File: src/rtl/dffram_arb_pkg.sv
// Shared encodings and helpers for the DFFRAM port arbiter.
// Access sizes, response owner and byte-lane helpers.
package dffram_arb_pkg;

  localparam logic [1:0] SZ_B = 2'b00;
  localparam logic [1:0] SZ_H = 2'b01;
  localparam logic [1:0] SZ_W = 2'b10;

  typedef enum logic [1:0] {
    OWN_NONE,
    OWN_I,
    OWN_D
  } owner_e;

  function automatic logic [3:0] be_mask(
    input logic [1:0] size,
    input logic [1:0] off
  );
    case (size)
      SZ_B:    be_mask = 4'b0001 << off;
      SZ_H:    be_mask = 4'b0011 << off;
      SZ_W:    be_mask = 4'b1111;
      default: be_mask = 4'b0000;
    endcase
  endfunction

  function automatic logic misaligned(
    input logic [1:0] size,
    input logic [1:0] off
  );
    case (size)
      SZ_H:    misaligned = off[0];
      SZ_W:    misaligned = |off;
      default: misaligned = 1'b0;
    endcase
  endfunction

endpackage

File: src/rtl/dffram_lane_unit.sv
// Byte-lane steering between the core and the 32-bit RAM word.
// Store replication/enables and load shift/extend, all combinational.
module dffram_lane_unit
  import dffram_arb_pkg::*;
(
  input  logic [1:0]  st_size,
  input  logic [1:0]  st_off,
  input  logic [31:0] st_wdata,
  output logic [3:0]  st_be,
  output logic [31:0] st_di,
  input  logic [1:0]  ld_size,
  input  logic [1:0]  ld_off,
  input  logic        ld_unsigned,
  input  logic [31:0] ld_do,
  output logic [31:0] ld_data
);

  logic [31:0] shifted;
  logic        sx;

  always_comb begin
    st_be = be_mask(st_size, st_off);
    st_di = st_wdata;
    case (st_size)
      SZ_B:    st_di = {4{st_wdata[7:0]}};
      SZ_H:    st_di = {2{st_wdata[15:0]}};
      default: ;
    endcase
  end

  assign shifted = ld_do >> {ld_off, 3'b000};

  always_comb begin
    ld_data = shifted;
    sx      = 1'b0;
    case (ld_size)
      SZ_B: begin
        sx      = shifted[7] & ~ld_unsigned;
        ld_data = {{24{sx}}, shifted[7:0]};
      end
      SZ_H: begin
        sx      = shifted[15] & ~ld_unsigned;
        ld_data = {{16{sx}}, shifted[15:0]};
      end
      default: ;
    endcase
  end

endmodule

File: src/rtl/dffram_port_arbiter.sv
// Round-robin sharing of one single-port DFFRAM between fetch and LSU.
// Grants at issue, tagged response one cycle later from registered Do.
module dffram_port_arbiter
  import dffram_arb_pkg::*;
#(
  parameter int ADDRESS_LENGTH = 11,
  parameter int DATA_LENGTH    = 32
) (
  input  logic                      CLK,
  input  logic                      RST,
  input  logic                      i_req,
  input  logic [ADDRESS_LENGTH+1:0] i_addr,
  output logic                      i_gnt,
  output logic                      i_rvalid,
  output logic [DATA_LENGTH-1:0]    i_rdata,
  input  logic                      d_req,
  input  logic                      d_we,
  input  logic [1:0]                d_size,
  input  logic                      d_unsigned,
  input  logic [ADDRESS_LENGTH+1:0] d_addr,
  input  logic [DATA_LENGTH-1:0]    d_wdata,
  output logic                      d_gnt,
  output logic                      d_rvalid,
  output logic [DATA_LENGTH-1:0]    d_rdata,
  output logic                      d_err,
  output logic                      ram_EN,
  output logic [3:0]                ram_WE,
  output logic [ADDRESS_LENGTH-1:0] ram_A,
  output logic [DATA_LENGTH-1:0]    ram_Di,
  input  logic [DATA_LENGTH-1:0]    ram_Do
);

  owner_e           pend_owner;
  logic             prio;
  logic [1:0]       r_size;
  logic [1:0]       r_off;
  logic             r_uns;
  logic             r_err;
  logic             r_we;

  logic [1:0]       d_off;
  logic             d_bad;
  logic             d_go;
  logic             d_win;
  logic             i_win;
  logic             contend;
  logic [3:0]       be;
  logic [31:0]      di;
  logic [31:0]      ld_data;
  logic             unused_addr_lsb;

  assign unused_addr_lsb = ^i_addr[1:0];

  assign d_off   = d_addr[1:0];
  assign d_bad   = (d_size == 2'b11) | misaligned(d_size, d_off);
  assign contend = i_req & d_req;

  always_comb begin
    d_win = 1'b0;
    i_win = 1'b0;
    if (!RST) begin
      unique case (1'b1)
        contend: begin
          d_win = ~prio;
          i_win = prio;
        end
        d_req & ~i_req: d_win = 1'b1;
        i_req & ~d_req: i_win = 1'b1;
        default: ;
      endcase
    end
  end

  // Faulting D accesses are granted but never reach the RAM
  assign d_go   = d_win & ~d_bad;
  assign i_gnt  = i_win;
  assign d_gnt  = d_win;
  assign ram_EN = i_win | d_go;
  assign ram_WE = (d_go & d_we) ? be : 4'b0000;
  assign ram_Di = d_go ? di : '0;

  always_comb begin
    ram_A = '0;
    if (i_win)
      ram_A = i_addr[ADDRESS_LENGTH+1:2];
    else if (d_go)
      ram_A = d_addr[ADDRESS_LENGTH+1:2];
  end

  dffram_lane_unit u_lane (
    .st_size     (d_size),
    .st_off      (d_off),
    .st_wdata    (d_wdata),
    .st_be       (be),
    .st_di       (di),
    .ld_size     (r_size),
    .ld_off      (r_off),
    .ld_unsigned (r_uns),
    .ld_do       (ram_Do),
    .ld_data     (ld_data)
  );

  always_ff @(posedge CLK) begin
    if (RST) begin
      pend_owner <= OWN_NONE;
      prio       <= 1'b0;
      r_size     <= SZ_B;
      r_off      <= 2'b00;
      r_uns      <= 1'b0;
      r_err      <= 1'b0;
      r_we       <= 1'b0;
    end else begin
      pend_owner <= i_win ? OWN_I :
                    d_win ? OWN_D : OWN_NONE;
      // Hand priority to whoever lost the contended grant
      if (contend)
        prio <= d_win;
      if (d_win) begin
        r_size <= d_size;
        r_off  <= d_off;
        r_uns  <= d_unsigned;
        r_err  <= d_bad;
        r_we   <= d_we;
      end
    end
  end

  assign i_rvalid = (pend_owner == OWN_I) & ~RST;
  assign d_rvalid = (pend_owner == OWN_D) & ~RST;
  assign i_rdata  = i_rvalid ? ram_Do : '0;
  assign d_err    = d_rvalid & r_err;
  assign d_rdata  = (d_rvalid & ~r_err & ~r_we) ? ld_data : '0;

endmodule

File: config.mk
export PLATFORM = sky130hd
export DESIGN_NAME = dffram_port_arbiter
export DESIGN_NICKNAME = d
export VERILOG_FILES = /design/src/rtl/dffram_arb_pkg.sv /design/src/rtl/dffram_lane_unit.sv /design/src/rtl/dffram_port_arbiter.sv
export SDC_FILE = /design/constraint.sdc
export NUM_CORES = 1
export LEC_CHECK = 0
export CAP_MARGIN = 20
export CORE_AREA = 2 2 84 86
export CTS_CLUSTER_SIZE = 40
export DETAILED_ROUTE_END_ITERATION = 12
export DIE_AREA = 0 0 86 88
export DONT_BUFFER_PORTS = 1
export PLACE_DENSITY = 0.55
export SLEW_MARGIN = 40
export SYNTH_ARGS = -nofsm -noshare
export SYNTH_HDL_FRONTEND = slang
export SYNTH_SLANG_ARGS = --single-unit
export TNS_END_PERCENT = 50
File: constraint.sdc
create_clock -name CLK -period 6.16 [get_ports CLK]
set_clock_uncertainty 0.2 [all_clocks]
set_input_delay 1.232 -clock CLK [delete_from_list [all_inputs] [get_ports CLK]]
set_output_delay 1.232 -clock CLK [all_outputs]
set_load 0.05 [all_outputs]
==> impl_metrics.ini, run 1 <==
[status]
status = finished clean

[routing]
ant_nets = 0
drc = 0
routed-via-count = 2439
drt_iter0_markers = 94
dr.pass1.iters = 4
via_per_inst = 5.81
wl_per_cell_microns = 19.7
finalWirelength_microns = 8270

[global_routing]
grt_overflow = 0
antenna_found_initial = 0
grt_max_degree = 38
grt_usage_pct = 19.7
grt_pass1_wl_microns = 11700
grt_pass1_vias = 2216

[timing]
worst_pin_slew_ps = 886
setup_viol_count_final = 0
rsz0062_at_grt = no
tns_ps = 0
finalCritPeriodShare_pct = 77.7
final-hold-violation-count = 0
period_minus_slack_ps = 4780
max-slew-margin-rel_pct = 40.8
holdWs_ps = 246
slew_viol_final = 0
setup_ws_ps = 1380
fmax_mhz = 209

[synth]
synthSimpleGateAreaFrac_pct = 42.7
syn-num-nets = 438
syn_area_sq_um = 2130
synth_top_family_by_area = simple AND/OR/NAND/NOR gates
synth-edff-count = 0
yosysUniqueCellTypes = 40
ys_top_cells_by_count = 82 x nand2_1, 41 x and2_1, 22 x a21oi_1
yosysWarningCount = 0
syn_inst = 336
synth_flop_cell = dfxtp_1
async_reset_ff_share_pct = 0
synth.avg_cell_area_sq_um = 6.35
synth_xor_xnor_area_share_pct = 0.411
synth_compound_area_share_pct = 28.8
ys_seq_area_share_pct = 9.39
yosysTopAreaCell = nand2_1
synthAdderAreaFrac_pct = 2.35
yosysMostFrequentCell = nand2_1
synthMuxAreaShare_pct = 8.98
synth-seq-cells = 10
synth_top_area_share_pct = 14.4
synthTopCellsByArea = nand2_1 14%, and2_1 12%, dfxtp_1 9.4%, mux2i_1 8.5%, a211oi_1 5.3%

[clocking]
cts_tree = done
cts_hold_buf = 0
numCtsBuffers = 3
clkSinkCount = 10
clock_latency_ps = 230
cts_max_level = 1
cts.path.max_buffers = 2
path_clk_slew_ps = 50
cts_resized = 0
cts-root-buf = clkbuf_8
postCtsSetupBuffers = 0

[critical_path]
reg2reg_from = prio
crit_fanout = 25
crit_type = input pin to output port
arrival_ps = 3350
start_kind = input pin
critical_path.top_delay_family = simple AND/OR/NAND/NOR gates
slowest_delay_ps = 600
crit_slowest_cell = nand2_1
reg2reg_depth = 3
r2r-end = r_err
ff2ff_setup_slack_ps = 4880
worst-path-buf-inv = 1
endpoint_kind = output port
crit_required_ps = 4730
worstPathCellList = inv_1, ha_1, o21ai_0, a21bo_2, nand2_1, nand2b_1

[final_layout]
n_fill_cell = 728
diodes = 0
seqCellArea_sq_um = 200
instances_no_fill = 420
drive_gt1_share_pct = 20.6
area_growth_pct = 15.1
nNetsFinal = 443
multiInputGateArea_sq_um = 1870

[placed_design]
place_congestion = 0.851
dp.cells = 416
dp_hpwl_microns = 6600
portBuffers = 0
pre_cts_ws_ps = 1350

[power]
ir_drop_v = 0.0000439
switching_power_uw = 196
power_frac_clock_pct = 21.8
p_int_uw = 177
p_leak_nw = 1.03
p_comb_share_pct = 58.7
p_total_uw = 373
power_frac_seq_pct = 19.4
power_density_nw_per_um2 = 152
switching_share_pct = 52.6

[floorplanning]
die-area_sq_um = 7570
ios = 215
fp.dieW_microns = 86
die_height_microns = 88
core_area_sq_um = 6640
initial_utilization_pct = 32.1
num_rows = 30

[job]
cap_viol_max_count = 0

[min_path]
holdPathEnd = r_we
worstHoldStart = r_we
hold-path-cell-count = 2
hold_path_class = register to register
-- metrics by stage --
step,utilization [%],cell area (sq um)
CTS,36.9,2450
global placement,35.2,2340
finish,36.9,2450
detailed placement,36.1,2400
floorplan,-,2130
global route,36.9,2450
-- layout by cell type (no fill, tap or decap), types with 9 or more instances in the layout --
master    netlist  layout
a211oi_1       15       9
a21oi_1        22      22
a22o_1         11      11
and2_1         41      41
and3_1         12      12
buf_4           2      28
dfxtp_1        10      10
mux2i_1        18      18
nand2_1        82      82
nor2_1         16      13
nor2b_1        10      10
o21ai_0        11      11
-- area by class of cell --
cell class                      count  share of cell area (%)
Clock buffer                        4                    2.24
Inverter                            4                   0.612
Multi-Input combinational cell    294                    76.3
Sequential cell                    10                    8.16
Tap cell                           80                    4.08
Timing Repair Buffer               28                    8.57
-- power groups by stage --
stage | Sequential, mW | Clock [mW] | Combinational, mW
after floorplan | 0.0725 | 0 | 0.188
after CTS | 0.0726 | 0.0831 | 0.220
final | 0.0725 | 0.0815 | 0.219
after detailed placement | 0.0738 | 0 | 0.220
after global routing | 0.0732 | 0.0872 | 0.233
after global placement | 0.0735 | 0 | 0.213
-- how the worst max path moves through the flow --
stage / from / endpoint / slack [ps] / cells after the start
after floorplan: RST / d_rdata[0] / 1540 / 4
after global placement: d_size[1] / ram_EN / 1410 / 6
after detailed placement: d_size[1] / ram_EN / 1350 / 6
after CTS: d_size[1] / ram_EN / 1360 / 6
after global routing: d_size[1] / ram_EN / 1130 / 6
final: d_size[1] / ram_EN / 1380 / 6
-- state kept, by name, indices dropped and copies added, names as in the netlist --
signal	flops
r_size	2
prio	1
r_off	2
pend_owner	2
r_uns	1
r_err	1
r_we	1
-- tightest hold or removal path, cell delays in order (launching register included) --
cell and delay (ps):
dfxtp_1 300, nand2_1 50, a21oi_1 50
-- routing by layer --
metal / track usage, % / routed length [microns] / vias to the layer above
li1: - / - / 1161
met1: 19.7 / 2880 / 1120
met2: 40.5 / 4520 / 148
met3: 4.15 / 759 / 10
met4: 5.19 / 106 / 0
met5: 0 / 0 / -
-- kinds of logic (layout without fill, tap and decap cells) --
family                     Yosys count  in the layout
AOI/OAI and AO/OA                   91             91
xor gates and xnor gates             1              1
adders and majority gates            4              4
buffers and inverters               32             36
DFF                                 10             10
muxes                               19             19
and+or+nand+nor                    179            179
Note: power is estimated with default switching activity, not from simulation.
==> run 2: changes to the inputs <==
- PLACE_DENSITY: 0.55 -> 0.56
- clock period: 6.16 -> 4.1 ns (I/O delays scaled with it)
==> impl_metrics.ini, run 2 (synthesis gave the netlist of run 1 again) <==
[final_layout]
n_fill_cell = 716
drive_gt1_share_pct = 26.3
largest_registers = pend_owner: 2 flops, r_off: 2 flops, r_size: 2 flops
mostFrequentLayoutCell = nand2_1
final_cell_mix = 82 x nand2_1, 65 x buf_4, 41 x and2_1
nNetsFinal = 481
area_growth_pct = 25.3
fin_util_pct = 40.2
diodes = 0

[timing]
finalCritPeriodShare_pct = 87.7
fmax_mhz = 278
setup_viol_count_final = 0
final-hold-violation-count = 0
period_minus_slack_ps = 3600
tns_ps = 0
rsz0062_at_grt = no
max-slew-margin-rel_pct = 48.1
holdWs_ps = 260
slew_viol_final = 0
worst_pin_slew_ps = 777

[critical_path]
endpoint_kind = output port
crit_fanout = 25
crit_slowest_cell = nand2_1
worstPathCellList = inv_1, ha_1, o21ai_0, a21bo_2, nand2_1, a31oi_1, buf_4
critical_path.top_delay_family = compound AO/OA/AOI/OAI gates
start_kind = input pin
crit_required_ps = 3080
crit_type = input pin to output port
slowest_delay_ps = 470
worst-path-buf-inv = 2
arrival_ps = 2580
ff2ff_setup_slack_ps = 2810

[status]
status = finished clean

[placed_design]
portBuffers = 0
place_congestion = 0.864
dp_hpwl_microns = 6830

[routing]
drc = 0
dr.pass1.iters = 4
ant_nets = 0
routed-via-count = 2629
via_per_inst = 5.75
finalWirelength_microns = 8460
drt_iter0_markers = 77
wl_per_cell_microns = 18.5

[global_routing]
grt_pass1_vias = 2344
grt_overflow = 0
grt_pass1_wl_microns = 12300
grt_max_degree = 34
antenna_found_initial = 0
grt_usage_pct = 20.2

[power]
ir_drop_v = 0.0000748
power_density_nw_per_um2 = 204
power_frac_seq_pct = 20.3
power_frac_clock_pct = 17.6
p_comb_share_pct = 62.1
p_int_uw = 259
p_leak_nw = 1.22
switching_power_uw = 286
switching_share_pct = 52.5

[clocking]
numCtsBuffers = 3
clkSinkCount = 10
cts_resized = 0
cts.path.max_buffers = 2
cts_tree = done
path_clk_slew_ps = 40
cts_max_level = 1
cts-root-buf = clkbuf_8
cts_hold_buf = 0
clock_latency_ps = 230
postCtsSetupBuffers = 0

[floorplanning]
die_height_microns = 88
core_area_sq_um = 6640
ios = 215
num_rows = 30
initial_utilization_pct = 32.1
die-area_sq_um = 7570
fp.dieW_microns = 86

[job]
cap_viol_max_count = 0

[min_path]
hold_path_class = register to register
## run 2: cell count changes in the layout (fill, tap and decap cells not counted), moves of 2 or more
cell and change:
nor2_2 -2, o21ai_1 +6, a211oi_4 -4, o21ai_2 -6
nor2_1 +2, buf_4 +37, a211oi_2 +4
## run 2: power by group through the flow
stage          Clock [mW]  Sequential, mW  Combinational, mW
2_1_floorplan           0           0.109              0.283
3_3_place_gp            0           0.112              0.335
3_5_place_dp            0           0.112              0.338
4_1_cts            0.0980           0.111              0.339
5_1_grt             0.103           0.112              0.360
6_report           0.0958           0.111              0.339
## run 2: cell type report
cell class,instances,area [sq um],area share [%]
inverters,4,15.0,0.562
clock buffers,3,41.3,1.55
flip-flops and latches,10,200,7.49
multi-input cells,294,1820,68.0
well taps,80,100,3.75
repair buffers,66,499,18.7
## run 2: final timing paths
path                     end  cells past startpoint      start
hold / removal          r_we                      2       r_we
hold reg to reg         r_we                      2       r_we
setup / recovery  ram_Di[24]                      7  d_size[0]
setup reg to reg       r_err                      3       prio
## run 2: per-layer routing
| layer | up-vias | track usage [%] | routed length (microns) |
|---|---|---|---|
| met5 | - | 0 | 0 |
| met4 | 0 | 3.61 | 50 |
| met3 | 7 | 4.90 | 889 |
| met2 | 158 | 41.8 | 4710 |
| met1 | 1220 | 20.3 | 2810 |
| li1 | 1244 | - | - |
## run 2: worst reg2reg max path: cells and delay by family (launching register included)
kind            cells  cell delay (ps)
compound gates      2              600
flops               1              340
simple gates        1               70
## run 2: through the flow
stage	worst slack (ps)	instance area (sq um)	instances	power, mW
2_1_floorplan	304	2130	336	0.392
3_3_place_gp	567	2630	454	0.447
3_5_place_dp	521	2630	454	0.450
4_1_cts	503	2670	457	0.548
5_1_grt	257	2670	457	0.576
6_report	504	2670	457	0.545
